<file path="src/rtl/sobel_pkg.sv">
// Shared types, defaults and helpers for the Sobel frame controller.
// Bus widths are fixed; counter widths inside the design follow the image size.
package sobel_pkg;

    localparam int IMG_W_DEF = 128;
    localparam int IMG_H_DEF = 128;
    localparam int PIX_W     = 8;
    localparam int ADDR_W    = 14;

    typedef enum logic [1:0] {
        IDLE,
        FEED,
        DRAIN,
        DONE
    } ctrl_state_t;

    // A 3x3 kernel yields no result on the one-pixel border.
    function automatic int out_cnt(input int w, input int h);
        return (w - 2) * (h - 2);
    endfunction

endpackage

</file>
<file path="src/rtl/sobel_frame_ctrl_if.sv">
// Control, source-read, filter and result-write signals of the Sobel frame controller.
// The master side is the controller; the slave side is the surrounding system.
interface sobel_frame_ctrl_if;
    import sobel_pkg::*;

    logic              start;
    logic              abort;
    logic              rd_en;
    logic [ADDR_W-1:0] rd_addr;
    logic [PIX_W-1:0]  rd_data;
    logic              filt_ready;
    logic [PIX_W-1:0]  pixel_data;
    logic              pix_valid;
    logic [PIX_W-1:0]  edge_pixel;
    logic              edge_valid;
    logic              wr_en;
    logic [ADDR_W-1:0] wr_addr;
    logic [PIX_W-1:0]  wr_data;
    logic              busy;
    logic              done;
    logic              timeout;

    modport master (
        input  start, abort, rd_data, filt_ready, edge_pixel, edge_valid,
        output rd_en, rd_addr, pixel_data, pix_valid,
               wr_en, wr_addr, wr_data, busy, done, timeout
    );

    modport slave (
        output start, abort, rd_data, filt_ready, edge_pixel, edge_valid,
        input  rd_en, rd_addr, pixel_data, pix_valid,
               wr_en, wr_addr, wr_data, busy, done, timeout
    );

endinterface

</file>
<file path="src/rtl/sobel_frame_addr_gen.sv">
// Source read address generator: raster counter gated by filter backpressure,
// plus alignment of the pixel-valid flag with the one-cycle read latency.
module sobel_frame_addr_gen
    import sobel_pkg::*;
#(
    parameter int IMG_W = IMG_W_DEF,
    parameter int IMG_H = IMG_H_DEF
) (
    input  logic              clk,
    input  logic              rst,
    input  logic              clear,
    input  logic              enable,
    input  logic              filt_ready,
    input  logic [PIX_W-1:0]  rd_data,
    output logic              rd_en,
    output logic [ADDR_W-1:0] rd_addr,
    output logic              last_read,
    output logic              pix_valid,
    output logic [PIX_W-1:0]  pixel_data
);

    localparam int               NPIX      = IMG_W * IMG_H;
    localparam int               CNT_W     = $clog2(NPIX);
    localparam logic [CNT_W-1:0] LAST_ADDR = CNT_W'(NPIX - 1);

    logic [CNT_W-1:0] rd_cnt;
    logic             valid_q;

    assign rd_en      = enable && filt_ready;
    assign rd_addr    = ADDR_W'(rd_cnt);
    assign last_read  = rd_en && (rd_cnt == LAST_ADDR);
    assign pix_valid  = valid_q;
    assign pixel_data = valid_q ? rd_data : '0;

    // The counter parks on the last address so it never wraps inside a frame.
    always_ff @(posedge clk) begin
        if (!rst) begin
            rd_cnt  <= '0;
            valid_q <= 1'b0;
        end else begin
            valid_q <= rd_en;
            if (clear) begin
                rd_cnt <= '0;
            end else if (rd_en && !last_read) begin
                rd_cnt <= rd_cnt + CNT_W'(1);
            end
        end
    end

endmodule

</file>
<file path="src/rtl/sobel_frame_ctrl.sv">
// Frame controller that streams a source image into a Sobel filter and writes
// the filter results back, with drain timeout, abort and status reporting.
module sobel_frame_ctrl
    import sobel_pkg::*;
#(
    parameter int IMG_W     = IMG_W_DEF,
    parameter int IMG_H     = IMG_H_DEF,
    parameter int DRAIN_MAX = 1024
) (
    input logic                clk,
    input logic                rst,
    sobel_frame_ctrl_if.master bus
);

    localparam int               NPIX      = IMG_W * IMG_H;
    localparam int               CNT_W     = $clog2(NPIX);
    localparam int               OUT_N     = out_cnt(IMG_W, IMG_H);
    localparam int               DR_W      = $clog2(DRAIN_MAX + 1);
    localparam logic [CNT_W-1:0] OUT_LAST  = CNT_W'(OUT_N);
    localparam logic [CNT_W-1:0] OUT_PRE   = CNT_W'(OUT_N - 1);
    localparam logic [DR_W-1:0]  DRAIN_END = DR_W'(DRAIN_MAX - 1);

    ctrl_state_t      state;
    ctrl_state_t      next_state;
    logic [CNT_W-1:0] wr_cnt;
    logic [DR_W-1:0]  drain_cnt;
    logic             timeout_q;
    logic             timeout_hit;
    logic             active;
    logic             frame_start;
    logic             write_ok;
    logic             writes_complete;
    logic             last_read;

    assign active      = (state == FEED) || (state == DRAIN);
    assign frame_start = (state == IDLE) && bus.start && !bus.abort;
    assign write_ok    = active && bus.edge_valid && (wr_cnt != OUT_LAST);

    // Completion is recognised on the final write itself so DONE follows immediately.
    assign writes_complete = (wr_cnt == OUT_LAST) || (write_ok && (wr_cnt == OUT_PRE));

    sobel_frame_addr_gen #(
        .IMG_W (IMG_W),
        .IMG_H (IMG_H)
    ) u_addr_gen (
        .clk        (clk),
        .rst        (rst),
        .clear      (frame_start),
        .enable     (state == FEED),
        .filt_ready (bus.filt_ready),
        .rd_data    (bus.rd_data),
        .rd_en      (bus.rd_en),
        .rd_addr    (bus.rd_addr),
        .last_read  (last_read),
        .pix_valid  (bus.pix_valid),
        .pixel_data (bus.pixel_data)
    );

    always_comb begin
        next_state  = state;
        timeout_hit = 1'b0;
        case (state)
            IDLE: begin
                if (frame_start) begin
                    next_state = FEED;
                end
            end
            FEED: begin
                if (bus.abort) begin
                    next_state = IDLE;
                end else if (last_read) begin
                    next_state = DRAIN;
                end
            end
            DRAIN: begin
                if (bus.abort) begin
                    next_state = IDLE;
                end else if (writes_complete) begin
                    next_state = DONE;
                end else if (drain_cnt == DRAIN_END) begin
                    next_state  = DONE;
                    timeout_hit = 1'b1;
                end
            end
            DONE: begin
                next_state = IDLE;
            end
            default: begin
                next_state = IDLE;
            end
        endcase
    end

    always_ff @(posedge clk) begin
        if (!rst) begin
            state     <= IDLE;
            wr_cnt    <= '0;
            drain_cnt <= '0;
            timeout_q <= 1'b0;
        end else begin
            state <= next_state;
            if (frame_start) begin
                wr_cnt    <= '0;
                drain_cnt <= '0;
                timeout_q <= 1'b0;
            end else begin
                if (write_ok) begin
                    wr_cnt <= wr_cnt + CNT_W'(1);
                end
                if (state == DRAIN) begin
                    drain_cnt <= drain_cnt + DR_W'(1);
                end
                if (timeout_hit) begin
                    timeout_q <= 1'b1;
                end
            end
        end
    end

    assign bus.wr_en   = write_ok;
    assign bus.wr_addr = ADDR_W'(wr_cnt);
    assign bus.wr_data = write_ok ? bus.edge_pixel : '0;
    assign bus.busy    = active;
    assign bus.done    = (state == DONE);
    assign bus.timeout = timeout_q;

endmodule

</file>
<file path="src/flat_wrapper.sv">
// flat-port wrapper written by rule: the top's interface ports become plain ports
module sobel_frame_ctrl_flat import sobel_pkg::*;
#(
    parameter int IMG_W     = IMG_W_DEF,
    parameter int IMG_H     = IMG_H_DEF,
    parameter int DRAIN_MAX = 1024
)
  (clk, rst, bus_start, bus_abort, bus_rd_data, bus_filt_ready, bus_edge_pixel, bus_edge_valid, bus_rd_en, bus_rd_addr, bus_pixel_data, bus_pix_valid, bus_wr_en, bus_wr_addr, bus_wr_data, bus_busy, bus_done, bus_timeout);
  sobel_frame_ctrl_if bus_i ();
  input logic clk;
  input logic rst;
  input wire logic [$bits(bus_i.start)-1:0] bus_start;
  input wire logic [$bits(bus_i.abort)-1:0] bus_abort;
  input wire logic [$bits(bus_i.rd_data)-1:0] bus_rd_data;
  input wire logic [$bits(bus_i.filt_ready)-1:0] bus_filt_ready;
  input wire logic [$bits(bus_i.edge_pixel)-1:0] bus_edge_pixel;
  input wire logic [$bits(bus_i.edge_valid)-1:0] bus_edge_valid;
  output wire logic [$bits(bus_i.rd_en)-1:0] bus_rd_en;
  output wire logic [$bits(bus_i.rd_addr)-1:0] bus_rd_addr;
  output wire logic [$bits(bus_i.pixel_data)-1:0] bus_pixel_data;
  output wire logic [$bits(bus_i.pix_valid)-1:0] bus_pix_valid;
  output wire logic [$bits(bus_i.wr_en)-1:0] bus_wr_en;
  output wire logic [$bits(bus_i.wr_addr)-1:0] bus_wr_addr;
  output wire logic [$bits(bus_i.wr_data)-1:0] bus_wr_data;
  output wire logic [$bits(bus_i.busy)-1:0] bus_busy;
  output wire logic [$bits(bus_i.done)-1:0] bus_done;
  output wire logic [$bits(bus_i.timeout)-1:0] bus_timeout;
  assign bus_i.start = bus_start;
  assign bus_i.abort = bus_abort;
  assign bus_i.rd_data = bus_rd_data;
  assign bus_i.filt_ready = bus_filt_ready;
  assign bus_i.edge_pixel = bus_edge_pixel;
  assign bus_i.edge_valid = bus_edge_valid;
  assign bus_rd_en = bus_i.rd_en;
  assign bus_rd_addr = bus_i.rd_addr;
  assign bus_pixel_data = bus_i.pixel_data;
  assign bus_pix_valid = bus_i.pix_valid;
  assign bus_wr_en = bus_i.wr_en;
  assign bus_wr_addr = bus_i.wr_addr;
  assign bus_wr_data = bus_i.wr_data;
  assign bus_busy = bus_i.busy;
  assign bus_done = bus_i.done;
  assign bus_timeout = bus_i.timeout;
  sobel_frame_ctrl #(.IMG_W(IMG_W), .IMG_H(IMG_H), .DRAIN_MAX(DRAIN_MAX)) u_core (.clk(clk), .rst(rst), .bus(bus_i));
endmodule
</file>
<file path="config.mk">
export PLATFORM = sky130hd
export DESIGN_NAME = sobel_frame_ctrl_flat
export DESIGN_NICKNAME = d
export VERILOG_FILES = /design/src/rtl/sobel_pkg.sv /design/src/rtl/sobel_frame_ctrl_if.sv /design/src/rtl/sobel_frame_addr_gen.sv /design/src/rtl/sobel_frame_ctrl.sv /design/src/flat_wrapper.sv
export SDC_FILE = /design/constraint.sdc
export NUM_CORES = 1
export LEC_CHECK = 0
export CORE_MARGIN = 2
export CORE_UTILIZATION = 41
export DETAILED_ROUTE_END_ITERATION = 8
export PLACE_DENSITY_LB_ADDON = 0.3
export SYNTH_ARGS = -nofsm -noshare
export SYNTH_HDL_FRONTEND = slang
export SYNTH_SLANG_ARGS = --single-unit
</file>
<file path="constraint.sdc">
create_clock -name clk -period 1.9 [get_ports clk]
set_input_delay 0.285 -clock clk [delete_from_list [all_inputs] [get_ports clk]]
set_output_delay 0.285 -clock clk [all_outputs]
set_load 0.01 [all_outputs]
</file>
==> reports/metrics.csv, run 1 <==
metric,value,unit
outcome,"finished, violations left",
violations,negative setup slack,
cp_data_required_time,1620,ps
n_antenna_cell,0,
fmax,454,MHz
totalWireLength,5770,um
yosysWarnings,0,
via_count,2253,
whs,500,ps
p_sw,0.506,mW
syn_avg_cell_area,8.40,um^2
syn_area,0.00218,mm^2
setup.worst_path.start_class,register,
timing_worst_setup_path_type,register to output port,
die_w,77.0,um
wl_met3,320,um
min_period,2200,ps
ys_seq_area_share,39.4,%
tightest_slew,439,ps
slew_headroom,70.3,%
clock_path_buffers,2,
core_area,0.00514,mm^2
synth-edff-count,0,
fin_crit_sh,116,%
netSwitchingFraction,25.1,%
ys_types,37,
cp-end-kind,output port,
gp_congestion,0.840,
grt_max_degree,24,
syn-instance-count,260,
grt_pass1_vias,2192,
wirelength_met1,2510,um
synth_top_area_share,39.4,%
start_util,42.5,%
antenna_left,0,
arrival,1920,ps
nFillCells,445,
fin_setup_tns,-2540,ps
via_per_inst,5.06,
clock-sinks,43,
cts_made_buffers,5,
p_int,1.51,mW
p_per_area,569,mW/mm^2
rows,26,
syn-num-nets,291,
finalHoldViolCount,0,
p_total,2.02,mW
setup-violations-final,9,
rsz0062_at_grt,yes,
grt_overflow,0,
antenna_found_initial,0,
synth_top_area_cell,dfxtp_1,
die_y,77.0,um
drive_gt1_share,25.9,%
grt_pass1_wl,9990,um
maxSlewViolCount,0,
highest_layer,met4,
p_seq_share,45.7,%
cts_tree,done,
clock_latency,300,ps
synth_flop_cell,dfxtp_1,
fin_util,69.0,%
wl_met2,2880,um
cts.reportedPaths.clkPinSlew,90,ps
power_frac_comb,18.1,%
clock_skew,9.84,ps
maxCapViolCount,0,
p_leak,1.36,nW
portBuffers,71,
drt-wirelength-per-cell,13.0,um
async_flop_share,0,%
cts_max_level,2,
ys_ff_latch,43,
setup_slack,-303,ps
drc_errors,0,
die-area,0.00593,mm^2
first_iter_violations,90,
synth.area.top_cells,"dfxtp_1 39%, xor2_1 6.8%, nor2_1 6.7%",
p_clk_share,36.1,%
cts-hold-fix-buffers,0,
worst_hold_path_type,register to register,
firstDrtPassIters,4,
ios,72,
worstPathMaxFanout,6,
fin_nets,405,
detailedPlace.worstSlack,-357,ps
syn2layout_area_growth,62.3,%
root_buffer,clkbuf_8,
dp_hpwl,4150,um
peakVddDrop,0.389,mV
grt.total_usage,20.4,%
-- Yosys cell counts (all sizes together), types with 2 or more instances --
cell    number
a21oi       11
a31oi        2
and2        17
and3         2
and4         6
clkbuf       7
dfxtp       43
ha           9
inv         11
mux2i        3
nand2       17
nand2b       2
nand3       11
nand4       13
nor2        39
nor3         8
nor3b        2
o211ai       2
o21ai        9
or3          6
or4b         2
xnor2       12
xor2        17
-- cells in the final DEF (no fill, tap or decap), types with 5 or more instances in the layout --
master / netlist / final
buf_4: 0 / 41
nor2_1: 39 / 38
inv_1: 10 / 8
a21oi_1: 11 / 6
clkdlybuf4s50_1: 0 / 60
dfxtp_1: 43 / 39
and4_1: 6 / 6
ha_1: 9 / 6
xnor2_1: 12 / 12
xor2_1: 17 / 17
clkbuf_8: 0 / 5
nor3_1: 7 / 6
and2_1: 17 / 9
nand4_1: 13 / 13
o21ai_0: 8 / 7
nand3_1: 10 / 10
and2_4: 0 / 8
buf_6: 0 / 12
nand2_1: 17 / 16
-- path summary, 6_finish.rpt --
path | cells after the start | endpoint | startpoint | slack [ps]
worst max-delay path | 6 | bus_wr_data[7] | u_core.bus.wr_addr[5] | -300
worst min-delay path | 2 | u_core.drain_cnt[10] | u_core.drain_cnt[10] | 500
worst max register to register | 6 | u_core.bus.wr_addr[5] | u_core.state[1] | 70
worst min register to register | 2 | u_core.drain_cnt[10] | u_core.drain_cnt[10] | 500
-- power groups by stage --
stage                     sequential [mW]  clock [mW]  combinational, mW
after global placement              0.940           0              0.317
after global routing                0.923       0.776              0.402
after floorplan                     0.948           0              0.140
final                               0.921       0.728              0.366
after CTS                           0.920       0.742              0.329
after detailed placement            0.940           0              0.323
-- metrics by stage --
stage / area, um^2 / instances
floorplan: 2200 / 260
global placement: 3250 / 431
detailed placement: 3250 / 431
CTS: 3450 / 448
global route: 3540 / 445
finish: 3540 / 445
-- worst max-delay path: stages, from the launching register on --
cell,delay (ps)
dfxtp_2,340
or4b_4,550
nor3_4,190
a31oi_4,130
buf_6,160
and2_4,130
buf_6,110
-- logic make-up (layout without fill, tap and decap cells) --
kind of cell,after synthesis,after routing,synth area share (%)
flops,43,43,39.4
simple gates,130,130,32.0
compound gates,27,27,7.10
xor+xnor,29,29,11.6
buf+inv,19,134,3.38
mux,3,3,1.37
fa+ha+maj,9,9,5.15
-- flip-flops by register name, summed over array words and instances (netlist names) --
| signal | cells |
|---|---|
| u_core.bus.wr_addr | 14 |
| u_core.u_addr_gen.rd_addr | 14 |
| u_core.drain_cnt | 11 |
| u_core.state | 2 |
| u_core.bus.timeout | 1 |
| u_core.u_addr_gen.pix_valid | 1 |
-- layout make-up --
cell class	count	area [um^2]	area share, %
inverter	11	41.3	1.16
clock buffer	5	68.8	1.94
multi-input combinational	198	1380	38.8
clock inverter	3	43.8	1.24
sequential	43	866	24.4
tap	70	87.6	2.47
timing repair buffer	115	1060	29.9
-- metal layers --
metal  GRT usage, %  vias to the layer above
li1               -                     1120
met1           24.3                     1051
met2           37.4                       73
met3           3.88                        9
met4           5.36                        0
met5              0                        -
-- repair_timing --
item	in CTS	in global routing
buffers inserted	11	3
cloned	1	0
endpoints found under the hold margin	0	0
gates resized for setup	56	31
pin swaps	13	9
endpoints found under the setup margin	12	29
Note: power is estimated with default switching activity, not from simulation.
==> run 2, diff against run 1 <==
- SLEW_MARGIN: unset -> 40
==> results of run 2 <==
Final layout, timing and power as in run 1 (identical DEF).
==> run 3, diff against run 2 <==
- CORE_ASPECT_RATIO: unset -> 0.7
==> run 3 against run 2 <==
The run still ends with negative setup slack left. Combinational power grew 1%. Hold slack lost 14 ps. Maximum frequency shrank 2.2%. Final area shrank 1.7%. Core utilization shrank 2.0 points. Clock power shrank 20%. Largest power group unchanged.
==> reports/metrics.csv, run 3 (synthesis gave the netlist of run 1 again) <==
metric,value,unit,change
outcome,"finished, violations left",,unchanged
violations,negative setup slack,,unchanged
clock_skew,7.35,ps,was 9.84 ps
n_antenna_cell,0,,unchanged
p_leak,1.31,nW,was 1.36 nW
rrSetupSlack,-30,ps,was 70 ps
via_count,2197,,was 2253
cp-end-kind,output port,,unchanged
antenna_left,0,,unchanged
arrival,1970,ps,was 1920 ps
detailedPlace.worstSlack,-560,ps,was -357 ps
grt_pass1_vias,2073,,was 2192
fmax,444,MHz,was 454 MHz
timing_worst_setup_path_type,register to output port,,unchanged
firstDrtPassIters,4,,unchanged
worst_hold_path_type,register to register,,unchanged
nFillCells,420,,was 445
fin_nets,400,,was 405
reg2regPathDepth,8,,was 6
peakVddDrop,0.403,mV,was 0.389 mV
via_per_inst,4.97,,was 5.06
cp-startpoint,u_core.bus.wr_addr[4],,was u_core.bus.wr_addr[5]
root_buffer,clkbuf_8,,unchanged
gp_congestion,0.805,,was 0.840
drive_gt1_share,23.0,%,was 25.9%
first_iter_violations,95,,was 90
cts.reportedPaths.clkPinSlew,90,ps,about the same
clock-sinks,43,,unchanged
layout_common_cells,"60 x clkdlybuf4s50_1, 40 x dfxtp_1, 39 x nor2_1",,"was 60 x clkdlybuf4s50_1, 41 x buf_4, 39 x dfxtp_1"
antenna_found_initial,0,,unchanged
dp_hpwl,3970,um,was 4150 um
maxSlewViolCount,0,,unchanged
maxCapViolCount,0,,unchanged
p_per_area,538,mW/mm^2,was 569 mW/mm^2
portBuffers,71,,unchanged
drc_errors,0,,unchanged
grt_max_degree,27,,was 24
dpl-instance-area,0.00323,mm^2,was 0.00325 mm^2
setup-violations-final,11,,was 9
die_y,65.1,um,was 77.0 um
cp_data_required_time,1620,ps,about the same
clock_path_buffers,2,,unchanged
rsz0062_at_grt,yes,,unchanged
r2r-end,u_core.bus.wr_addr[1],,was u_core.bus.wr_addr[5]
cts-hold-fix-buffers,0,,unchanged
ios,72,,unchanged
start_util,42.0,%,was 42.5%
final_common_cell,clkdlybuf4s50_1,,unchanged
multi_input_area,0.00139,mm^2,was 0.00138 mm^2
drt-wirelength-per-cell,12.5,um,was 13.0 um
cts_made_buffers,5,,unchanged
setup_slack,-353,ps,was -303 ps
min_period,2250,ps,was 2200 ps
cp-endpoint,bus_wr_data[7],,unchanged
core_area,0.00520,mm^2,was 0.00514 mm^2
slew_headroom,70.5,%,was 70.3%
cts_max_level,2,,unchanged
grt.total_usage,19.5,%,was 20.4%
worstPathMaxFanout,4,,was 6
cts_tree,done,,unchanged
syn2layout_area_growth,59.5,%,was 62.3%
grt_overflow,0,,unchanged
die_w,91.2,um,was 77.0 um
clock_latency,300,ps,about the same
reg2reg_from,u_core.bus.wr_addr[4],,was u_core.state[1]
totalWireLength,5540,um,was 5770 um
tightest_slew,440,ps,was 439 ps
worstHoldStart,u_core.bus.timeout,,was u_core.drain_cnt[10]
fin_crit_sh,119,%,was 116%
finalHoldViolCount,0,,unchanged
seq_area,865,um^2,was 866 um^2
final_area,0.00348,mm^2,was 0.00354 mm^2
rows,22,,was 26
grt_pass1_wl,9500,um,was 9990 um
die-area,0.00594,mm^2,was 0.00593 mm^2
setup.worst_path.start_class,register,,unchanged
[run 3: worst min-delay path by stage]
stage	slack, ps	depth (start not counted)	end
after detailed placement	470	2	u_core.bus.timeout
after global placement	470	2	u_core.bus.timeout
after CTS	500	2	u_core.bus.timeout
final	490	2	u_core.bus.timeout
after floorplan	420	1	u_core.state[0]
after global routing	550	2	u_core.bus.timeout
[run 3: where the power goes]
part,total (mW),switching (mW),internal (mW)
registers,0.920,0.00772,0.913
logic,0.371,0.165,0.207
clock network,0.582,0.326,0.256
total,1.87,0.498,1.38
[run 3: through the flow]
| step | setup TNS [ps] | instances | hold slack, ps | power, mW | utilization (%) |
|---|---|---|---|---|---|
| 2_1_floorplan | 0 | 260 | 418 | 1.09 | - |
| 3_3_place_gp | -5110 | 428 | 473 | 1.26 | 62.1 |
| 3_5_place_dp | -5880 | 428 | 475 | 1.27 | 62.1 |
| 4_1_cts | -3430 | 442 | 499 | 1.88 | 66.2 |
| 5_1_grt | -3940 | 442 | 550 | 1.97 | 67.0 |
| 6_report | -2940 | 442 | 486 | 1.87 | 67.0 |
[run 3: layout make-up]
cell class | count | area share [%]
clock inverters | 3 | 0.575
multi-input cells | 199 | 39.9
clock buffers | 5 | 1.98
inverters | 11 | 1.19
flip-flops and latches | 43 | 24.8
well taps | 72 | 2.59
repair buffers | 109 | 28.9
[run 3: repair_timing]
| item | 4_1_cts | 5_1_grt |
|---|---|---|
| setup endpoints to repair | 14 | 25 |
| cloned | 1 | 0 |
| gates resized for setup | 67 | 10 |
| setup buffers | 5 | 2 |
| pin swaps | 15 | 9 |
[run 3: critical path: stages, from the launching register on]
cell,delay [ps]
dfxtp_2,330
or4b_4,560
nor3_4,230
buf_6,150
a31oi_4,110
and2_1,170
buf_2,130
[run 3: routing by layer]
layer	global-route usage [%]	routed length, um	share of wire, %	up-vias
li1	-	-	-	1118
met1	26.5	2710	49	992
met2	31.6	2380	43	83
met3	5.00	417	7.5	4
met4	3.79	27	0.49	0
met5	0	0	0	-
